<file path="src/rtl/idct_pkg.sv">
// rtl/idct_pkg.sv - IDCT_V2 shared constants, FSM state type and Q14 cosine table
package idct_pkg;

  localparam int N      = 8;
  localparam int COEF_W = 32;
  localparam int ACC_W  = 48;
  localparam int FRAC   = 14;
  localparam int COS_W  = 16;

  typedef enum logic [1:0] {IDLE, LOAD, MAC, EMIT} state_t;

  localparam logic signed [ACC_W-1:0] ROUND_HALF  = 48'sd8192;
  localparam logic signed [ACC_W-1:0] LEVEL_SHIFT = 48'sd128;
  localparam logic signed [ACC_W-1:0] SAT_LO      = 48'sd0;
  localparam logic signed [ACC_W-1:0] SAT_HI      = 48'sd255;

  // Indexed {k, n}: eight entries per frequency row k.
  localparam logic signed [COS_W-1:0] COS_TAB [0:63] = '{
    16'sd5793,  16'sd5793,  16'sd5793,  16'sd5793,  16'sd5793,  16'sd5793,  16'sd5793,  16'sd5793,
    16'sd8035,  16'sd6811,  16'sd4551,  16'sd1598, -16'sd1598, -16'sd4551, -16'sd6811, -16'sd8035,
    16'sd7568,  16'sd3135, -16'sd3135, -16'sd7568, -16'sd7568, -16'sd3135,  16'sd3135,  16'sd7568,
    16'sd6811, -16'sd1598, -16'sd8035, -16'sd4551,  16'sd4551,  16'sd8035,  16'sd1598, -16'sd6811,
    16'sd5793, -16'sd5793, -16'sd5793,  16'sd5793,  16'sd5793, -16'sd5793, -16'sd5793,  16'sd5793,
    16'sd4551, -16'sd8035,  16'sd1598,  16'sd6811, -16'sd6811, -16'sd1598,  16'sd8035, -16'sd4551,
    16'sd3135, -16'sd7568,  16'sd7568, -16'sd3135, -16'sd3135,  16'sd7568, -16'sd7568,  16'sd3135,
    16'sd1598, -16'sd4551,  16'sd6811, -16'sd8035,  16'sd8035, -16'sd6811,  16'sd4551, -16'sd1598
  };

  function automatic logic [7:0] clamp_u8(input logic signed [ACC_W-1:0] v);
    if (v < SAT_LO)
      return 8'd0;
    else if (v > SAT_HI)
      return 8'hFF;
    else
      return v[7:0];
  endfunction

endpackage

</file>
<file path="src/rtl/idct_cos_rom.sv">
// rtl/idct_cos_rom.sv - combinational Q14 cosine lookup C[k][n]
module idct_cos_rom
  import idct_pkg::*;
(
  input  logic [2:0]              k,
  input  logic [2:0]              n,
  output logic signed [COS_W-1:0] coef
);

  assign coef = COS_TAB[{k, n}];

endmodule

</file>
<file path="src/rtl/idct_v2.sv">
// rtl/idct_v2.sv - 8-point 1-D IDCT, serial load / MAC / emit; IDCT_LEVEL_SHIFT_EN adds +128 before clamp
module idct_v2
  import idct_pkg::*;
(
  input  logic                     clk,
  input  logic                     reset,
  input  logic                     start,
  input  logic signed [COEF_W-1:0] data_in,
  output logic [7:0]               data_out,
  output logic                     exportSample,
  output logic                     finish,
  output logic                     busy
);

  state_t                    state;
  state_t                    state_nxt;
  logic [2:0]                k_cnt;
  logic [2:0]                n_cnt;
  logic signed [COEF_W-1:0]  coef_q [N];
  logic signed [ACC_W-1:0]   acc_q;
  logic signed [COS_W-1:0]   cos_c;
  logic signed [ACC_W-1:0]   term;
  logic signed [ACC_W-1:0]   acc_base;
  logic signed [ACC_W-1:0]   acc_sum;
  logic signed [ACC_W-1:0]   rounded;
  logic [7:0]                sample;

  idct_cos_rom u_rom (
    .k    (k_cnt),
    .n    (n_cnt),
    .coef (cos_c)
  );

  // The final sum is formed combinationally so data_out lands exactly as EMIT begins.
  always_comb begin
    term     = ACC_W'(coef_q[k_cnt]) * ACC_W'(cos_c);
    acc_base = (k_cnt == 3'd0) ? SAT_LO : acc_q;
    acc_sum  = acc_base + term;
    rounded  = (acc_sum + ROUND_HALF) >>> FRAC;
`ifdef IDCT_LEVEL_SHIFT_EN
    rounded  = rounded + LEVEL_SHIFT;
`endif
    sample   = clamp_u8(rounded);
  end

  always_ff @(posedge clk) begin
    if (reset)
      state <= IDLE;
    else
      state <= state_nxt;
  end

  always_comb begin
    state_nxt = state;
    case (state)
      IDLE: if (start)          state_nxt = LOAD;
      LOAD: if (k_cnt == 3'd7)  state_nxt = MAC;
      MAC:  if (k_cnt == 3'd7)  state_nxt = EMIT;
      EMIT: state_nxt = (n_cnt == 3'd7) ? IDLE : MAC;
      default: state_nxt = IDLE;
    endcase
  end

  always_comb begin
    busy         = (state != IDLE);
    exportSample = (state == EMIT);
    finish       = (state == EMIT) && (n_cnt == 3'd7);
  end

  // k_cnt and n_cnt wrap 7->0 naturally, leaving both at zero for the next phase.
  always_ff @(posedge clk) begin
    if (reset) begin
      k_cnt    <= '0;
      n_cnt    <= '0;
      acc_q    <= '0;
      data_out <= '0;
      for (int i = 0; i < N; i++)
        coef_q[i] <= '0;
    end else begin
      case (state)
        IDLE: begin
          if (start) begin
            coef_q[0] <= data_in;
            k_cnt     <= 3'd1;
            n_cnt     <= 3'd0;
          end
        end
        LOAD: begin
          coef_q[k_cnt] <= data_in;
          k_cnt         <= k_cnt + 3'd1;
        end
        MAC: begin
          acc_q <= acc_sum;
          k_cnt <= k_cnt + 3'd1;
          if (k_cnt == 3'd7)
            data_out <= sample;
        end
        EMIT: begin
          n_cnt <= n_cnt + 3'd1;
        end
        default: begin
          k_cnt <= '0;
        end
      endcase
    end
  end

endmodule

</file>
<file path="config.mk">
export PLATFORM = sky130hd
export DESIGN_NAME = idct_v2
export DESIGN_NICKNAME = d
export VERILOG_FILES = /design/src/rtl/idct_pkg.sv /design/src/rtl/idct_cos_rom.sv /design/src/rtl/idct_v2.sv
export SDC_FILE = /design/constraint.sdc
export NUM_CORES = 2
export LEC_CHECK = 0
export CAP_MARGIN = 20
export CORE_UTILIZATION = 55
export DETAILED_ROUTE_END_ITERATION = 10
export PLACE_DENSITY_LB_ADDON = 0.12
export SLEW_MARGIN = 10
export SYNTH_ARGS = -nofsm -noshare
export SYNTH_HDL_FRONTEND = slang
export SYNTH_SLANG_ARGS = --single-unit
</file>
<file path="constraint.sdc">
create_clock -name clk -period 12.28 [get_ports clk]
set_clock_uncertainty 0.05 [all_clocks]
set_input_delay 1.842 -clock clk [delete_from_list [all_inputs] [get_ports clk]]
set_output_delay 1.842 -clock clk [all_outputs]
set_load 0.005 [all_outputs]
</file>
### Word level (Yosys, flattened, before mapping)

Memory sizes are Yosys's and may differ from the RTL's. A register that Yosys moved wholly into a read port is not among the register bits.
Index checks and enable logic that the tools add are counted.

* bits in registers: 64
* bits in latches: 0
* memory bits (writable): 256
* bits in read-only memories: 1024
* output and inout port bits: 11
* memories: 2

* $add $sub $neg: 4
* multiply operators: 1
* divide/modulo/power cells: 0
* order comparisons: 3
* eq/ne operators: 8
* shift operators: 0
* multiplexer cells: 29
* bitwise gates (word level): 2
* reduce and logical (&&, ||, !) cells: 12

Memories
* (name not given): words 64, width 16, rd ports 1, clocked after memory_dff 0, wr ports 0, line idct_cos_rom.sv:10 `assign coef = COS_TAB[{k, n}];`
* coef_q: words 8, width 32, rd ports 1, clocked after memory_dff 1, wr ports 8, line idct_v2.sv:19 `logic signed [COEF_W-1:0] coef_q [N];`

Operators by type and width (number)
* 32-bit two-way mux: 2
* 48-bit by 15-bit adder with 48-bit output, second input constant: 1
* 48-bit adder: 1
* 32-bit by 16-bit multiplier with 48-bit output: 1
* 48-bit two-way mux: 1
* 34-bit by 9-bit greater-than comparator with 1-bit output, second input constant: 1
* 34-bit by 1-bit < comparator with 1-bit output, second input constant: 1
* 16-bit two-way mux: 2
* 32-bit OR reduction: 1
* 8-bit two-way mux: 2
* 3-bit two-way mux: 5
* 3-bit case mux with 2 select lines: 2
* 1-bit two-way mux: 10
* 2-bit two-way mux: 4
* 2-bit case mux with 4 select lines: 1
* 7-bit >= comparator, second input constant: 1
* 6-bit NOT with 7-bit output: 1
* 3-bit by 1-bit adder with 3-bit output, second input constant: 2
* 3-bit == test, second input constant: 2
* 2-bit != test, second input constant: 3
* 2-bit AND reduction: 3
* 2-bit nonzero test: 3
* 2-bit == test, second input constant: 2
* 3-bit logical NOT: 1
* other kinds (6): 6

### Longest topological paths before layout

* depth in word-level cells: 10
* gate-level depth with buffers: 39
* mapped depth without buffers: 36

### By module

Synthesis repeated with hierarchy kept, for this count alone.

* cells, all modules: 3516
* area, all modules: 36008.3 um2

By module, submodules not included
* idct_v2: instances 1, cells an instance 3342, area an instance 34839.7 um2, seq. area each 9028.7 um2
* idct_cos_rom: instances 1, cells an instance 174, area an instance 1168.6 um2, seq. area each 0.0 um2

### Least setup slack after synthesis

OpenSTA, ideal clock, no wires.

* path type: register to register
* start point: register with a tool-made name
* end point: register data_out[0]
* setup time: 0.145 ns
* arrival: 9.479 ns
* data required time: 12.085 ns
* setup slack: 2.606 ns
* cell stages (with the launch flop): 33
* buffers on the path: 5
* cell sequence: dfxtp_1 > clkbuf_1 > buf_2 > buf_1 > clkbuf_1 > mux4_2 > mux2i_1 > nor2_1 > fa_1 > inv_1 > fa_1 > fa_1 > inv_1 > fa_1 > fa_1 > inv_1 > fa_1 > inv_1 > ha_1 > buf_4 > a21oi_2 > o21ai_1 > a2111oi_0 > a311o_1 > o311a_2 > and2_2 > nand3_1 > or4_1 > mux2_4 > o32ai_2 > nand4_2 > nor4_4 > a32oi_1

RTL lines
* to (signal assigned): line idct_v2.sv:96 `data_out <= sample;`
* to (decl): line idct_v2.sv:9 `output logic [7:0] data_out,`

### Worst setup path after layout

* start point: register n_cnt[0]
* end point: register data_out[3]

* longest elaborated chain between the ends: 10
* elaborated cells between the ends (all ways): 11
* classes of those cells: 2 x add/sub; 1 x mul; 2 x order compare; 4 x mux; 1 x bitwise; 1 x memory

Ends and longest elaborated chain
* from (decl): line idct_v2.sv:18 `logic [2:0] n_cnt;`
* from (signal assigned): line idct_v2.sv:99 `n_cnt <= n_cnt + 3'd1;`
* 6-bit NOT with 7-bit output (not written as such) *: line idct_cos_rom.sv:10
* memory read 64 x 16 bit *
* 16-bit two-way mux (not written as such) * (2 in series): line idct_cos_rom.sv:10
* 32-bit by 16-bit multiplier with 48-bit output *: line idct_v2.sv:36 `term = ACC_W'(coef_q[k_cnt]) * ACC_W'(cos_c);`
* 48-bit adder *: line idct_v2.sv:38 `acc_sum = acc_base + term;`
* 48-bit by 15-bit adder with 48-bit output *: line idct_v2.sv:39 `rounded = (acc_sum + ROUND_HALF) >>> FRAC;`
* 34-bit by 9-bit greater-than comparator with 1-bit output: line idct_pkg.sv:32 `else if (v > SAT_HI)`
* 8-bit two-way mux: line idct_pkg.sv:32
* 8-bit two-way mux *: line idct_pkg.sv:30 `if (v < SAT_LO)`

Every way passes the cells marked *; elsewhere a longest branch is shown, timed or not. The select of a mux whose other input is x is not followed.
A chain may end at the register's enable or synchronous reset.

==> metrics.md <==
| Metric | Value |
|---|---|
| Worst-path clk slew | 0.07 ns |
| CTS Buf Count | 40 |
| CP dominant cell by count | fa_1 |
| Largest net degree at the start of global routing | 58 |
| Vias per std cell | 5.76 |
| TritonCTS clock tree | built |
| Crit share post-route | 0.909 |
| Worst-skew pair later-pin latency | 0.61 ns |
| RSZ-0062 raised after global routing | no |
| Syn avg cell area | 10.2 µm² |
| Vias | 25.1k |
| Worst-margin pin slew | 1.14 ns |
| Hold buffer count at cts | 0 |
| First-pass GRT wire length | 152000 µm |
| Number of synthesized register bits | 323 |
| Hold Path Class | reg2reg |
| Gr usage total | 0.301 |
| Setup_tns | 0 ns |
| Clk Tree Root Cell | clkbuf_16 |
| Initial drt markers | 1744 |
| RePlAce Congestion | 0.925 |
| Num ports | 46 |
| Setup Buffers After CTS | 0 |
| CP Max Fanout | 23 |
| Slowest CP cell | nand2_1 |
| Max_cap viols | 0 |
| WP data required | 12.69 ns |
| # setup viols final | 0 |
| Sequential fraction of the synthesis area | 0.253 |
| Critical Path Sink Type | flop |
| Clock sinks | 323 |
| Vias in the first global route | 27.0k |
| ANT nets after route | 0 |
| Rel. slew slack | 0.242 |
| CTS H-tree lvls | 2 |
| Site row count | 93 |
| Fraction of registers with async set/reset | 0 |
| Worst Path Arrival | 11.57 ns |
| Buffers on Ports | 45 |
| Final hold slack | 0.426 ns |
| Longest Clk Path Bufs | 3 |
| Initial antenna violation count | 0 |
| # diodes | 0 |
| Crit Path Class | reg2reg |
| Syn-to-layout area delta | 7.69% |
| Critical path launch point type | flop |
| Syn_nets | 4200 |
| Number of synthesized flops with an enable pin | 256 |
| TritonRoute pass-1 iters | 5 |
| Cts repair resizes | 0 |
| Fraction of layout cells with a size suffix above 1 | 0.0913 |
| FILL cells | 5469 |
| Largest stage delay, worst path | 0.95 ns |
| Core Region | 0.0642 mm² |
| Total congestion overflow | 0 |
| Initial Util | 0.555 |
| Post-Syn Instances | 3494 |
| Die area | 0.0659 mm² |
| Die span in x | 257 µm |
| Ys flop type | edfxtp_1 |
| Yosys warning total | 0 |
| Die height | 257 µm |
| Nets | 4179 |
| Final number of max-transition violations | 0 |
| Final Hold Fails | 0 |
| Fmax achieved | 89.5 MHz |
| Shortest period the worst path allows | 11.17 ns |
| Yosys cell types | 107 |
| Wire length per cell | 22.1 µm |
| Outcome | completed |
| DPL Wire Length | 71300 µm |
| WL final | 96300 µm |
| DRC Markers | 0 |
| Mapped cell area | 0.0357 mm² |
-- cells in the mapped netlist (46+ instances only) --
cell type / n / share of area
fa_1: 520 / 0.29
nand2_1: 280 / 0.029
a21oi_1: 89 / 0.012
mux2i_1: 67 / 0.019
edfxtp_1: 256 / 0.22
and2_1: 327 / 0.057
o21ai_0: 46 / 0.0065
xnor2_1: 46 / 0.011
clkbuf_1: 129 / 0.014
nor2_1: 319 / 0.034
nand2b_1: 48 / 0.0084
mux4_2: 65 / 0.041
ha_1: 151 / 0.053
inv_1: 573 / 0.060
dfxtp_1: 67 / 0.038
-- worst max-delay path: cells and delay by family, from the launching register on --
kind / cells / cell delay [ns]
buf+inv: 5 / 0.46
compound gates: 7 / 2.24
flops: 1 / 0.50
xor+xnor: 1 / 0.23
simple gates: 9 / 3.37
fa+ha+maj: 8 / 3.90
mux: 1 / 0.28
-- layout make-up --
| class | count | area, µm² | share of cell area |
|---|---|---|---|
| multi-input combinational | 2431 | 23900 | 0.623 |
| sequential | 323 | 9030 | 0.235 |
| inverter | 574 | 2150 | 0.0561 |
| tap | 855 | 1070 | 0.0278 |
| clock buffer | 44 | 1030 | 0.0267 |
| timing repair buffer | 103 | 901 | 0.0234 |
| clock inverter | 29 | 287 | 0.00746 |
-- registers in the layout, indices dropped and copies added, names as in the netlist, named ones only --
signal	flops
state	2
k_cnt	3
acc_q	48
data_out	8
n_cnt	3
coef_q	256
-- per-layer routing --
metal	vias up	GRT usage	part of all wire	wire (µm)
met1	12900	0.408	0.43	41400
met4	0	0.107	0.035	3350
met2	859	0.487	0.47	45000
li1	11200	-	-	-
met5	-	0	0	0
met3	194	0.0544	0.068	6530
-- cells by family (layout without fill, tap and decap cells) --
| group | after synthesis | count (layout) | share of synthesized area |
|---|---|---|---|
| AOI/OAI and AO/OA | 331 | 331 | 0.0646 |
| xor gates and xnor gates | 75 | 75 | 0.0196 |
| adders and majority gates | 672 | 672 | 0.345 |
| buffers and inverters | 740 | 750 | 0.0788 |
| DFF | 323 | 323 | 0.253 |
| muxes | 162 | 162 | 0.0694 |
| and+or+nand+nor | 1191 | 1191 | 0.170 |
-- placed cells by master (no fill, tap or decap), types with 28 or more instances in the layout --
cell type,Yosys,layout
inv_1,573,573
fa_1,520,520
and2_1,327,327
nor2_1,319,315
nand2_1,280,280
edfxtp_1,256,256
ha_1,151,150
a21oi_1,89,87
mux4_2,65,65
mux2i_1,67,64
dfxtp_1,67,64
buf_4,3,54
nand2b_1,48,47
xnor2_1,46,46
o21ai_0,46,44
clkdlybuf4s50_1,0,44
clkbuf_16,0,40
nor2b_1,34,34
nand3_1,34,33
mux2_2,28,28
-- path summary, 6_finish.rpt --
kind | from | to | slack (ns) | cells after the start
setup / recovery | n_cnt[0] | data_out[3] | 1.11 | 31
hold / removal | acc_q[4] | acc_q[4] | 0.43 | 2
setup reg to reg | n_cnt[0] | data_out[3] | 1.11 | 31
hold reg to reg | acc_q[4] | acc_q[4] | 0.43 | 2
-- per-stage QoR --
step	cell area [µm²]	setup slack (ns)	cells	util
floorplan	35700	2.61	3494	-
global placement	37000	1.49	4281	0.577
detailed placement	37100	1.35	4283	0.577
CTS	38400	1.35	4356	0.598
global route	38400	0.416	4359	0.598
finish	38400	1.11	4359	0.598
Power is not shown: default switching activity piles up to over one toggle a cycle in this logic, so the estimate is an artifact.
